**src/rtl/cp2_tt_pkg.sv**
```systemverilog
// Shared encodings, default widths and reset constants for the CP2 time-trigger unit.
package cp2_tt_pkg;

    localparam int TT_TIME_W = 64;
    localparam int TT_DATA_W = 32;

    typedef enum logic [1:0] {
        TT_KIND_TLO = 2'd0,
        TT_KIND_THI = 2'd1,
        TT_KIND_PER = 2'd2,
        TT_KIND_PH  = 2'd3
    } tt_kind_e;

    localparam logic [TT_TIME_W-1:0] TT_TIME_RST = '0;
    localparam logic [TT_DATA_W-1:0] TT_DATA_RST = '0;
    localparam logic                 TT_BIT_RST  = 1'b0;

endpackage

```
**src/rtl/cp2_tt_prio_enc.sv**
```systemverilog
// Lowest-index-first priority encoder; o_idx is 0 when nothing is requested.
module cp2_tt_prio_enc #(
    parameter int NUM_CH = 8,
    parameter int CH_AW  = 3
) (
    input  logic [NUM_CH-1:0] i_req,
    output logic              o_valid,
    output logic [CH_AW-1:0]  o_idx
);

    always_comb begin
        // NOTE: every output gets a default first so no latch is inferred.
        o_valid = |i_req;
        o_idx   = '0;
        for (int i = NUM_CH - 1; i >= 0; i--) begin
            if (i_req[i]) o_idx = CH_AW'(i);
        end
    end

endmodule

```
**src/rtl/cp2_tt_timer_unit.sv**
```systemverilog
// CP2 global time base with periodic / one-shot compare channels, pending and
// overrun tracking, a top-channel encoder and an empty->non-empty exception pulse.
module cp2_tt_timer_unit
    import cp2_tt_pkg::*;
#(
    parameter int TIME_W = TT_TIME_W,
    parameter int DATA_W = TT_DATA_W,
    parameter int NUM_CH = 8,
    parameter int CH_AW  = 3
) (
    input  logic              clk,
    input  logic              rst,
    input  logic              wr_en,
    input  logic [1:0]        wr_kind,
    input  logic [CH_AW-1:0]  wr_ch,
    input  logic [DATA_W-1:0] wr_data,
    input  logic              en_we,
    input  logic [CH_AW-1:0]  en_ch,
    input  logic              en_val,
    input  logic              rd_en,
    input  logic [1:0]        rd_kind,
    input  logic [CH_AW-1:0]  rd_ch,
    output logic              rd_valid,
    output logic [DATA_W-1:0] rd_data,
    input  logic              ack_en,
    input  logic [CH_AW-1:0]  ack_ch,
    input  logic              ovr_clr,
    output logic [TIME_W-1:0] g_time,
    output logic [NUM_CH-1:0] pending,
    output logic [NUM_CH-1:0] overrun,
    output logic              top_valid,
    output logic [CH_AW-1:0]  top_ch,
    output logic              exc
);

    localparam int HI_W = TIME_W - DATA_W;

    logic [TIME_W-1:0] r_time;
    logic [HI_W-1:0]   r_shadow;
    logic [DATA_W-1:0] r_per [NUM_CH];
    logic [DATA_W-1:0] r_nf  [NUM_CH];
    logic [NUM_CH-1:0] r_en;
    logic [NUM_CH-1:0] r_pend;
    logic [NUM_CH-1:0] r_pend_prev;
    logic [NUM_CH-1:0] r_ovr;
    logic              r_rd_valid;
    logic [DATA_W-1:0] r_rd_data;
    logic              r_exc;

    logic [DATA_W-1:0] w_per_nxt [NUM_CH];
    logic [DATA_W-1:0] w_nf_nxt  [NUM_CH];
    logic [NUM_CH-1:0] w_fire;
    logic [NUM_CH-1:0] w_en_nxt;
    logic [NUM_CH-1:0] w_pend_nxt;
    logic [NUM_CH-1:0] w_ovr_nxt;
    logic [TIME_W-1:0] w_time_nxt;
    logic [DATA_W-1:0] w_rd_val;
    logic              w_wr_tlo;
    logic              w_wr_thi;
    logic              w_top_valid;
    logic [CH_AW-1:0]  w_top_ch;

    assign w_wr_tlo = wr_en && (wr_kind == TT_KIND_TLO);
    assign w_wr_thi = wr_en && (wr_kind == TT_KIND_THI);

    // A half-write replaces the increment for that cycle.
    always_comb begin
        w_time_nxt = r_time + TIME_W'(1);
        if (w_wr_tlo) begin
            w_time_nxt = {r_time[TIME_W-1:DATA_W], wr_data};
        end else if (w_wr_thi) begin
            w_time_nxt = {wr_data[HI_W-1:0], r_time[DATA_W-1:0]};
        end
    end

    for (genvar c = 0; c < NUM_CH; c++) begin : g_ch
        logic w_sel_wr;
        logic w_ph_wr;
        logic w_sel_en;
        logic w_sel_ack;
        logic w_one_shot;

        // Out-of-range indices never match any generated channel.
        assign w_sel_wr   = wr_en && (wr_ch == CH_AW'(c));
        assign w_ph_wr    = w_sel_wr && (wr_kind == TT_KIND_PH);
        assign w_sel_en   = en_we && (en_ch == CH_AW'(c));
        assign w_sel_ack  = ack_en && (ack_ch == CH_AW'(c));
        assign w_one_shot = (r_per[c] == '0);

        assign w_fire[c] = r_en[c] && (r_time[DATA_W-1:0] == r_nf[c]) && !w_ph_wr;

        assign w_per_nxt[c] = (w_sel_wr && (wr_kind == TT_KIND_PER)) ? wr_data : r_per[c];

        assign w_nf_nxt[c] = w_ph_wr                     ? wr_data :
                             (w_fire[c] && !w_one_shot) ? r_nf[c] + r_per[c] :
                                                          r_nf[c];

        // An explicit enable write overrides the one-shot self-disable.
        assign w_en_nxt[c] = w_sel_en                  ? en_val :
                             (w_fire[c] && w_one_shot) ? 1'b0 :
                                                         r_en[c];

        assign w_pend_nxt[c] = w_fire[c] || (r_pend[c] && !w_sel_ack);
        assign w_ovr_nxt[c]  = (w_fire[c] && r_pend[c] && !w_sel_ack) || (r_ovr[c] && !ovr_clr);
    end

    always_comb begin
        w_rd_val = '0;
        case (rd_kind)
            TT_KIND_TLO: w_rd_val = r_time[DATA_W-1:0];
            TT_KIND_THI: w_rd_val = DATA_W'(r_shadow);
            default: begin
                for (int c = 0; c < NUM_CH; c++) begin
                    if (rd_ch == CH_AW'(c)) begin
                        w_rd_val = (rd_kind == TT_KIND_PER) ? r_per[c] : r_nf[c];
                    end
                end
            end
        endcase
    end

    always_ff @(posedge clk) begin
        if (rst) begin
            r_time      <= TIME_W'(TT_TIME_RST);
            r_shadow    <= HI_W'(TT_TIME_RST);
            // NOTE: the channel arrays are reset too, since software may read them before writing.
            for (int c = 0; c < NUM_CH; c++) begin
                r_per[c] <= DATA_W'(TT_DATA_RST);
                r_nf[c]  <= DATA_W'(TT_DATA_RST);
            end
            r_en        <= {NUM_CH{TT_BIT_RST}};
            r_pend      <= {NUM_CH{TT_BIT_RST}};
            r_pend_prev <= {NUM_CH{TT_BIT_RST}};
            r_ovr       <= {NUM_CH{TT_BIT_RST}};
            r_rd_valid  <= TT_BIT_RST;
            r_rd_data   <= DATA_W'(TT_DATA_RST);
            r_exc       <= TT_BIT_RST;
        end else begin
            r_time <= w_time_nxt;
            for (int c = 0; c < NUM_CH; c++) begin
                r_per[c] <= w_per_nxt[c];
                r_nf[c]  <= w_nf_nxt[c];
            end
            r_en        <= w_en_nxt;
            r_pend      <= w_pend_nxt;
            r_ovr       <= w_ovr_nxt;
            r_pend_prev <= r_pend;
            r_exc       <= (|r_pend) && !(|r_pend_prev);
            r_rd_valid  <= rd_en;
            if (rd_en) begin
                r_rd_data <= w_rd_val;
            end
            // Low-half read latches the high half so a later high read is coherent.
            if (rd_en && (rd_kind == TT_KIND_TLO)) begin
                r_shadow <= r_time[TIME_W-1:DATA_W];
            end
        end
    end

    cp2_tt_prio_enc #(
        .NUM_CH (NUM_CH),
        .CH_AW  (CH_AW)
    ) u_prio_enc (
        .i_req   (r_pend),
        .o_valid (w_top_valid),
        .o_idx   (w_top_ch)
    );

    assign g_time    = r_time;
    assign pending   = r_pend;
    assign overrun   = r_ovr;
    assign top_valid = w_top_valid;
    assign top_ch    = w_top_ch;
    assign exc       = r_exc;
    assign rd_valid  = r_rd_valid;
    assign rd_data   = r_rd_data;

endmodule

```
**config.mk**
```make
export PLATFORM = sky130hd
export DESIGN_NAME = cp2_tt_timer_unit
export DESIGN_NICKNAME = d
export VERILOG_FILES = /design/src/rtl/cp2_tt_pkg.sv /design/src/rtl/cp2_tt_prio_enc.sv /design/src/rtl/cp2_tt_timer_unit.sv
export SDC_FILE = /design/constraint.sdc
export NUM_CORES = 2
export LEC_CHECK = 0
export CORE_AREA = 2 2 275 277
export CTS_CLUSTER_DIAMETER = 200
export DETAILED_ROUTE_END_ITERATION = 8
export DIE_AREA = 0 0 277 279
export PLACE_DENSITY = 0.81
export SYNTH_ARGS = -nofsm -noshare
export SYNTH_HDL_FRONTEND = slang
export SYNTH_SLANG_ARGS = --single-unit
```
**constraint.sdc**
```tcl
create_clock -name clk -period 3.4 [get_ports clk]
set_input_delay 0.34 -clock clk [delete_from_list [all_inputs] [get_ports clk]]
set_output_delay 0.34 -clock clk [all_outputs]
set_load 0.05 [all_outputs]
```
==> out/qor.yml <==
status: "finished, violations left"
failed_checks: "DRC, setup timing"
gp_congestion: 1.19
syn_to_final_growth_pct: 17.4
synth_top_family_by_area: "compound AO/OA/AOI/OAI gates"
synth_area_per_cell_um2: 7.56
syn_nets: 6432
cts_buffers: 78
peakVddDrop_mv: 0.415
dp.final_hpwl_um: 158000
finalClockSkew_ns: 0.0261
synth.area.top_cells: "dfxtp_1 (29%), nand2_1 (8.9%), a21oi_1 (8.4%), ha_1 (6.7%), mux2i_1 (5.1%)"
hold_violations: 0
via_per_inst: 7.18
clock_path_buffers: 3
cts_tree: "built"
postRouteAntennaNets: 0
drt_iter0_markers: 9482
final_max_slew_viol_count: 0
fin_crit_sh: 1.01
synth_top_area_share: 0.292
post_drt_wl_per_cell_um: 30.0
cp_slowest_stage_delay_ns: 0.59
coreArea_um2: 74100
seq_area_frac_synth: 0.292
maxCapViolCount: 0
leakagePower_nw: 22.2
grt_pass1_wl_um: 318000
synth_flop_cell: "dfxtp_1"
slew_headroom: 0.0199
antenna_found_initial: 15
root_buffer: "clkbuf_16"
synth-xor-area-share: 0.0873
slowest_stage: "dfxtp_2"
synth-adder-area-share: 0.0708
worstMarginPinSlew_ns: 1.47
utilization: 0.734
drc: 5
final_layout_size_suffix_gt1_frac: 0.105
synth_top_area_cell: "dfxtp_1"
synthTopCellsByCount: "nand2_1 (1091), a21oi_1 (779), dfxtp_1 (674)"
numClockSinks: 674
vias: 53300
grt_max_degree: 150
cts_max_level: 3
period_needed_ns: 3.44
die_area_um2: 77300
yosys.area_share.simple: 0.211
crit_path_start_kind: "flip-flop"
setup_viol: 1
port_buffers: 173
worstPathArrival_ns: 4.04
worstSetupPathType: "reg2reg"
path_clk_slew_ns: 0.07
wl_um: 223000
synth_edf_count: 0
fmax_ghz: 0.291
globalRouteOverflowTotal: 0
dr.pass1.iters: 9
synth.most_common_cell: "nand2_1"
die_w_um: 277
cp_max_fo: 9
required_ns: 4.00
final_cells: 7425
synth_area_um2: 46300
dp.cells: 7259
synth_compound_area_frac: 0.244
synthMuxAreaShare: 0.0523
cp-end-kind: "flip-flop"
fin_nets: 6686
hold_path_class: "in2reg"
yosysWarnings: 0
grt_usage: 0.552
clock_latency_ns: 0.66
synth.distinct_cells: 87
io_pins: 174
num_rows: 100
syn_inst: 6119
grt_pass1_vias: 47500
crit_chain: "buf_4 > xor2_1 > nor4_1 > nand4_1 > nor4_1 > nand4_1 > nor2_2 > buf_4 > nand2_1 > nor4b_1 > a211o_1"
dieHeight_um: 279
cp_top_family: "simple AND/OR/NAND/NOR gates"
power.density_nw_per_um2: 367
synth_seq_cells: 674
crit_buf_inv: 2
initial_core_util: 0.625
async_flop_share: 0
timing.final.ws_setup_ns: -0.0418
-- layout make-up --
| class | instances | area, um^2 |
|---|---|---|
| flip-flops and latches | 674 | 13500 |
| clock inverters | 36 | 450 |
| well taps | 969 | 1210 |
| inverters | 60 | 225 |
| repair buffers | 610 | 5510 |
| multi-input cells | 4949 | 31100 |
| clock buffers | 108 | 2290 |
| fillers | 5925 | 19700 |
| diodes | 19 | 47.5 |
-- metal layers --
metal  track usage  up-vias  part of all wire
met5        0.0144        -            0.0011
met4         0.400       16             0.094
met3         0.274     1196              0.19
met2         0.720     4966              0.37
met1         0.691    24400              0.35
li1              -    22700                 -
-- cell usage in the layout, fill, tap and decap left out, types with 16 or more instances in the layout --
| cell type | n |
|---|---|
| nand2_1 | 1091 |
| buf_12 | 42 |
| nor4_1 | 155 |
| a21oi_1 | 772 |
| nor2_2 | 23 |
| o211ai_1 | 26 |
| a311oi_1 | 18 |
| nor3_1 | 78 |
| a21o_1 | 94 |
| a22oi_1 | 239 |
| dfxtp_1 | 670 |
| and4_1 | 16 |
| o21ai_0 | 197 |
| diode_2 | 19 |
| or3_1 | 24 |
| nand2b_1 | 38 |
| and2_1 | 18 |
| nand3_1 | 79 |
| o21ai_1 | 28 |
| and3_1 | 44 |
| ha_1 | 248 |
| buf_4 | 394 |
| xor2_1 | 195 |
| inv_1 | 60 |
| nor3b_1 | 26 |
| o21a_1 | 48 |
| xnor2_1 | 266 |
| nand4_1 | 84 |
| o22ai_1 | 94 |
| o21bai_1 | 30 |
| mux2i_1 | 236 |
| clkbuf_8 | 16 |
| nor2_1 | 367 |
| a31oi_1 | 73 |
| clkbuf_16 | 81 |
| a211oi_1 | 41 |
| nor2b_1 | 31 |
| o32ai_1 | 33 |
| clkdlybuf4s50_1 | 166 |
-- stage by stage --
| step | hold WS, ns | setup WS [ns] | cell area, um^2 | power (mW) | setup TNS, ns |
|---|---|---|---|---|---|
| final | 0.160 | -0.0418 | 54300 | 20.0 | -0.0418 |
| after floorplan | 0.373 | 0.297 | 46300 | 9.59 | 0 |
| after CTS | 0.158 | 0.0122 | 54100 | 19.7 | 0 |
| after global placement | 0.436 | -0.0823 | 51400 | 10.7 | -0.0823 |
| after global routing | 0.184 | -0.160 | 54300 | 20.2 | -0.282 |
| after detailed placement | 0.433 | -0.159 | 51400 | 10.7 | -0.290 |
-- state kept, by name (all words and copies together), names as in the netlist --
name	cells
r_nf	256
r_per	256
g_time	64
r_shadow	32
rd_data	32
overrun	8
pending	8
r_en	8
r_pend_prev	8
exc	1
rd_valid	1
-- report_power, final --
| group | internal (mW) | switching (mW) | leakage [nW] | total (mW) |
|---|---|---|---|---|
| registers | 7.99 | 0.187 | 5.44 | 8.18 |
| clock network | 5.35 | 3.85 | 1.33 | 9.20 |
| logic | 0.791 | 1.80 | 15.4 | 2.59 |
| total | 14.1 | 5.83 | 22.2 | 20.0 |
-- repair_timing --
| action | CTS | global route |
|---|---|---|
| pin swaps | 0 | 7 |
| resized for setup | 4 | 38 |
| hold endpoints to repair | 0 | 0 |
| setup endpoints to repair | 7 | 55 |
| hold buffers | 0 | 0 |
| buffers inserted | 0 | 2 |
-- cells by family (layout without fill, tap and decap cells) --
group,after synthesis,count (layout)
adder cells (fa/ha/maj),257,257
multiplexers,241,241
AND/OR/NAND/NOR,2151,2151
other,0,19
buffers and inverters,496,814
flip-flops,674,674
XOR/XNOR,461,461
AO/OA/AOI/OAI,1839,1839
-- final timing paths --
check | start | depth (start not counted) | slack, ns | to
worst min register to register | r_pend_prev[2] | 1 | 0.44 | exc
worst max register to register | g_time[0] | 11 | -0.04 | r_nf[0][124]
worst min-delay path | rst | 2 | 0.16 | g_time[37]
worst max-delay path | g_time[0] | 11 | -0.04 | r_nf[0][124]
(Power assumes the default switching activity.)
